`src/rtl/collatz_stopping_time.sv`:
```
// -----------------------------------------------------------------------------
// collatz_stopping_time
//
// Purpose:
//    Accepts a starting value n on an AXI-Stream input and applies the Collatz
//    step (n odd -> 3n+1, n even -> n/2) once per clock until n reaches 1.
//    Returns the step count, the peak value seen and a status code on an
//    AXI-Stream output. One item is processed at a time.
//
// Ports:
//    clk         clock, all logic on the rising edge
//    rst         synchronous active-high reset
//    num_TDATA   starting value n
//    num_TVALID  input valid
//    num_TREADY  input ready (registered)
//    res_TDATA   {peak, steps}, steps in the LSBs
//    res_TUSER   status: 00 ok, 01 overflow, 10 step limit, 11 zero input
//    res_TVALID  result valid (registered)
//    res_TREADY  result ready
// -----------------------------------------------------------------------------
module collatz_stopping_time #(
   parameter int DATA_WIDTH = 32,
   parameter int CNT_WIDTH  = 16,
   parameter int MAX_STEPS  = 1000
) (
   input  logic                            clk,
   input  logic                            rst,
   input  logic [DATA_WIDTH-1:0]           num_TDATA,
   input  logic                            num_TVALID,
   output logic                            num_TREADY,
   output logic [DATA_WIDTH+CNT_WIDTH-1:0] res_TDATA,
   output logic [1:0]                      res_TUSER,
   output logic                            res_TVALID,
   input  logic                            res_TREADY
);

   typedef enum logic [1:0] {
      IDLE = 2'd0,
      RUN  = 2'd1,
      DONE = 2'd2
   } state_t;

   localparam logic [1:0] ST_OK       = 2'b00;
   localparam logic [1:0] ST_OVERFLOW = 2'b01;
   localparam logic [1:0] ST_LIMIT    = 2'b10;
   localparam logic [1:0] ST_ZERO     = 2'b11;

   localparam logic [CNT_WIDTH-1:0]  MAX_CNT = CNT_WIDTH'(MAX_STEPS);
   localparam logic [CNT_WIDTH-1:0]  CNT_ONE = {{(CNT_WIDTH-1){1'b0}}, 1'b1};
   localparam logic [DATA_WIDTH-1:0] N_ONE   = {{(DATA_WIDTH-1){1'b0}}, 1'b1};
   localparam logic [DATA_WIDTH+1:0] W_ONE   = {{(DATA_WIDTH+1){1'b0}}, 1'b1};

   state_t                  state_q,     state_d;
   logic [DATA_WIDTH-1:0]   n_q,         n_d;
   logic [CNT_WIDTH-1:0]    steps_q,     steps_d;
   logic [DATA_WIDTH-1:0]   peak_q,      peak_d;
   logic [1:0]              status_q,    status_d;
   logic                    num_ready_q, num_ready_d;
   logic                    res_valid_q, res_valid_d;

   // 3n+1 is formed two bits wider than n so that an overflow shows up as a
   // nonzero value in the top two bits instead of silently wrapping.
   logic [DATA_WIDTH+1:0]   n_ext;
   logic [DATA_WIDTH+1:0]   triple;
   logic                    triple_ovf;
   logic [DATA_WIDTH-1:0]   next_n;

   assign n_ext      = {2'b00, n_q};
   assign triple     = (n_ext << 1) + n_ext + W_ONE;
   assign triple_ovf = (triple[DATA_WIDTH+1:DATA_WIDTH] != 2'b00);
   assign next_n     = n_q[0] ? triple[DATA_WIDTH-1:0]
                              : {1'b0, n_q[DATA_WIDTH-1:1]};

   always_comb begin
      state_d     = state_q;
      n_d         = n_q;
      steps_d     = steps_q;
      peak_d      = peak_q;
      status_d    = status_q;
      num_ready_d = num_ready_q;
      res_valid_d = res_valid_q;

      case (state_q)
         IDLE: begin
            // Ready rises one cycle after reset release or after a result
            // is taken, so it never depends combinationally on an input.
            num_ready_d = 1'b1;
            if (num_ready_q && num_TVALID) begin
               n_d         = num_TDATA;
               steps_d     = '0;
               peak_d      = num_TDATA;
               num_ready_d = 1'b0;
               if (num_TDATA == '0) begin
                  status_d    = ST_ZERO;
                  res_valid_d = 1'b1;
                  state_d     = DONE;
               end else begin
                  status_d = ST_OK;
                  state_d  = RUN;
               end
            end
         end

         RUN: begin
            if (n_q == N_ONE) begin
               status_d    = ST_OK;
               res_valid_d = 1'b1;
               state_d     = DONE;
            end else if (steps_q == MAX_CNT) begin
               // Checked before the increment, so the counter cannot wrap.
               status_d    = ST_LIMIT;
               res_valid_d = 1'b1;
               state_d     = DONE;
            end else if (n_q[0] && triple_ovf) begin
               // steps/peak keep the values of the last completed step.
               status_d    = ST_OVERFLOW;
               res_valid_d = 1'b1;
               state_d     = DONE;
            end else begin
               n_d     = next_n;
               steps_d = steps_q + CNT_ONE;
               peak_d  = (next_n > peak_q) ? next_n : peak_q;
            end
         end

         DONE: begin
            if (res_TREADY) begin
               res_valid_d = 1'b0;
               num_ready_d = 1'b1;
               state_d     = IDLE;
            end
         end

         default: begin
            state_d     = IDLE;
            num_ready_d = 1'b0;
            res_valid_d = 1'b0;
         end
      endcase
   end

   always_ff @(posedge clk) begin
      if (rst) begin
         state_q     <= IDLE;
         n_q         <= '0;
         steps_q     <= '0;
         peak_q      <= '0;
         status_q    <= ST_OK;
         num_ready_q <= 1'b0;
         res_valid_q <= 1'b0;
      end else begin
         state_q     <= state_d;
         n_q         <= n_d;
         steps_q     <= steps_d;
         peak_q      <= peak_d;
         status_q    <= status_d;
         num_ready_q <= num_ready_d;
         res_valid_q <= res_valid_d;
      end
   end

   assign num_TREADY = num_ready_q;
   assign res_TVALID = res_valid_q;
   assign res_TDATA  = {peak_q, steps_q};
   assign res_TUSER  = status_q;

endmodule

```
`config.mk`:
```
export PLATFORM = sky130hd
export DESIGN_NAME = collatz_stopping_time
export DESIGN_NICKNAME = d
export VERILOG_FILES = /design/src/rtl/collatz_stopping_time.sv
export SDC_FILE = /design/constraint.sdc
export NUM_CORES = 1
export LEC_CHECK = 0
export ABC_CLOCK_PERIOD_IN_PS = 11200
export BUFFER_PORTS_ARGS = -buffer_cell sky130_fd_sc_hd__buf_2
export CAP_MARGIN = 20
export CORE_MARGIN = 1.5
export CORE_UTILIZATION = 58
export CTS_BUF_LIST = sky130_fd_sc_hd__clkbuf_8
export CTS_CLUSTER_DIAMETER = 200
export DETAILED_ROUTE_END_ITERATION = 6
export HOLD_SLACK_MARGIN = 0.02
export PLACE_DENSITY_LB_ADDON = 0.25
export SKIP_LAST_GASP = 1
export SLEW_MARGIN = 10
export SYNTH_ARGS = -nofsm -noshare
export SYNTH_HDL_FRONTEND = slang
export SYNTH_SLANG_ARGS = --single-unit
export TNS_END_PERCENT = 20
```
`constraint.sdc`:
```
create_clock -name clk -period 11.2 [get_ports clk]
set_input_delay 2.24 -clock clk [delete_from_list [all_inputs] [get_ports clk]]
set_output_delay 2.24 -clock clk [all_outputs]
set_load 0.02 [all_outputs]
```
==> metrics.md <==
| Metric | Value |
|---|---|
| Max_slew headroom | between 30% and 40% |
| Post-synth EDFFs | 0 |
| Row Count | approximately 40 |
| Max Freq | roughly 0.16 GHz |
| Max_cap viols | 0 |
| Synth cell count leaders | 170 x nand2_1, 120 x a21oi_1, 86 x dfxtp_1, 84 x ha_1, 78 x inv_1 |
| Ports | around 90 |
| Clock slew at reported path FFs | approximately 0.090 ns |
| Vias in the first global route | approximately 7100 |
| Post-synth top flop | dfxtp_1 |
| Internal cell power | roughly 860 uW |
| Sequential share of the synthesized area | a little under a quarter |
| Setup Viol. Count Final | 0 |
| Placed insts | 1250 |
| Total power | between 1.5 and 2 mW |
| Sw frac | approximately half |
| Type of destination of the critical path | flop |
| Routed length per instance | between 15 and 20 microns |
| Routed WL | about 23000 microns |
| Ys async rst share | 0% |
| Least-Margin Pin Slew | about 0.95 ns |
| CTS Buf Count | 9 |
| Final Critical Period | 6.43 ns |
| Initial antenna violation count | 0 |
| Largest family of logic cells by synthesized area | simple AND/OR/NAND/NOR gates |
| Worst Path Max Fanout | 65 |
| Post-Layout Cell Count | 1266 |
| Area delta synth->final | 9.45% |
| XOR/XNOR share of the synthesized area | under 10% |
| Yosys cell types | 69 |
| Via count | 7895 |
| Die Wd | 117 microns |
| Clock Skews | 0.0119 ns |
| Worst min path class | reg2reg |
| First-pass GRT wire length | roughly 36000 microns |
| PwrDens | around 210 nW/um^2 |
| Placed wire-length estimate | 17100 microns |
| TritonCTS clock tree | yes |
| Comb power frac | 58.2% |
| DIE AREA | between 10000 and 15000 sq um |
| Unrepaired setup endpoints after global routing | false |
| Largest net degree at the start of global routing | ~90 |
| Top cells by area, synth | dfxtp_1 23%, ha_1 14%, nand2_1 8.5% |
| Diodes inserted | 0 |
| Die Y | 117 microns |
| Crit Path Class | reg2reg |
| Synthesized cell area | ~7500 sq um |
| Final worst-path cycle share | between 50% and 60% |
| DRC Markers | 0 |
| Hold WS | between 0.4 and 0.5 ns |
| # port buffers | 87 |
| Syn. warnings | 0 |
| Setup bufs post-CTS | 0 |
| H-tree Lvls | 3 |
| Root buffer cell | clkbuf_8 |
| TritonCTS Sinks | 86 |
| Mux cell area share after synthesis | 4.19% |
| Worst vdd ir | 129 uV |
| Count of final hold-check violations | 0 |
| Hold_buf cts | 0 |
| Later-pin clock latency in the skew report | 0.37 ns |
| Clock Power Share | 15.8% |
| Final Core Density | about two thirds |
| Fillers | between 1000 and 1500 |
| Starting Density | ~60% |
| Syn avg cell area | slightly above 7 sq um |
| Via density per instance | ~6.2 |
| PostCTS Resize Cnt | 0 |
| Mapped Nets | ~1200 |
| Synth Area in Adders | 14.2% |
| Compound-Gate Fraction of Synth Area | between 20% and 30% |
| Critical Path RT | about 11 ns |
| Area leader, netlist | dfxtp_1 |
| Share of layout cells above drive strength 1 | a little over an eighth |
| Startpoint types | flop |
| Top-count cell post-synth | nand2_1 |
| Core footprint | between 10000 and 15000 sq um |
| CTS Buffer Depth | 2 |
| Synthesis-stage register bit count | 86 |
| Mapped Cells | around 1000 |
| Post-synth top area share | 22.9% |
| Status | complete, no violations |
| TritonRoute pass-1 iters | 5 |
| Sum Neg Setup Slack | 0 ns |
| Final net count | 1210 |
| Antenna viol nets, final | 0 |
| Crit path DAT | 6.70 ns |
| Grt ovf | 0 |
| Simple-Gate Fraction of Synth Area | between 20% and 30% |
| Gp weighted congestion | between 0.9 and 1 |
| Leak Pwr | 3.60 nW |
| Flop pwr share | about a quarter |
| GRT Resource Usage Total | between 30% and 40% |
| Slew Viols, Final | 0 |
| First DRT Iteration DRCs | between 800 and 900 |
| P_sw | 854 uW |
-- worst max-delay path: stages, from the launching register on --
cell and delay [ns]:
dfxtp_2 0.33, buf_4 0.55, inv_1 0.47, ha_1 0.43
nand4b_1 0.20, o221ai_1 0.24, a21o_1 0.22, a21oi_1 0.10
o21ba_2 0.26, o31ai_1 0.28, xor2_1 0.14, nand2_1 0.08
o21ai_0 0.09, ha_1 0.33, nand4_1 0.16, nor4_1 0.41
nand4_1 0.20, and2_1 0.24, a22o_1 0.22, o2111ai_4 0.08
buf_4 0.36, nand2_2 0.53, o32ai_1 0.41
-- through the flow --
stage | setup WS (ns) | cell area [sq um]
global placement | 5.26 | 8000
floorplan | 6.31 | 7530
global route | 4.35 | 8240
finish | 4.77 | 8240
CTS | 4.94 | 8240
detailed placement | 5.00 | 8000
-- final cells by class --
class / instances / area (sq um) / share of cell area [%]
Clock buffer: 9 / 124 / 1.50
Clock inverter: 7 / 120 / 1.46
Inverter: 78 / 293 / 3.55
Multi-Input combinational cell: 819 / 5270 / 64.0
Sequential cell: 86 / 1720 / 20.9
Tap cell: 172 / 215 / 2.61
Timing Repair Buffer: 95 / 495 / 6.01
-- routing by layer --
metal  global-route usage, %  wire [microns]  part of all wire [%]  up-vias
met1                    49.0           10300                    45     3632
met5                       0               0                     0        -
met3                    5.05            2110                   9.3       65
met2                    49.5            9490                    42      389
met4                    12.9             791                   3.5        0
li1                        -               -                     -     3809
-- layout by cell type, fill, tap and decap left out, types with 4 or more instances in the layout --
master,count
nand3_1,50
nand3b_1,7
nand4_1,20
a211oi_1,18
nor2_1,59
nor3b_1,4
nand2b_1,5
a32o_1,7
inv_1,78
buf_4,8
dfxtp_1,85
a21oi_1,119
and2_1,6
and3_1,18
or3_1,4
a21o_1,12
o31ai_1,6
buf_2,87
xnor2_1,12
ha_1,84
a31oi_1,7
o21a_1,6
nor4_1,11
nand2_1,170
o211ai_1,6
a31o_2,4
mux2i_1,18
o21ai_0,55
mux2_2,12
nor3_1,28
xor2_1,12
clkbuf_8,9
-- flip-flops by register name, summed over array words and instances, names as in the netlist --
name,cells
n_q,32
peak_q,32
steps_q,16
res_TUSER,2
state_q,2
num_TREADY,1
res_TVALID,1
-- power by group through the flow --
stage	combinational, mW	sequential (mW)	clock (mW)
2_1_floorplan	0.683	0.467	0
3_3_place_gp	0.950	0.450	0
3_5_place_dp	0.966	0.451	0
4_1_cts	0.976	0.444	0.274
5_1_grt	1.10	0.455	0.285
6_report	0.998	0.447	0.272
-- logic make-up after synthesis --
group                      Yosys count
buffers and inverters              137
muxes                               30
xor gates and xnor gates            24
and+or+nand+nor                    396
DFF                                 86
adders and majority gates           85
AOI/OAI and AO/OA                  284
-- worst paths after layout --
kind                          startpoint                      end  slack, ns  cells after the start
setup reg to reg     n_q[0]$_SDFFE_PP0P_  peak_q[30]$_SDFFE_PP0P_       4.77                     22
hold / removal    peak_q[2]$_SDFFE_PP0P_   peak_q[2]$_SDFFE_PP0P_       0.49                      2
hold reg to reg   peak_q[2]$_SDFFE_PP0P_   peak_q[2]$_SDFFE_PP0P_       0.49                      2
setup / recovery     n_q[0]$_SDFFE_PP0P_  peak_q[30]$_SDFFE_PP0P_       4.77                     22
No activity file was read; power rests on OpenSTA's default activity.
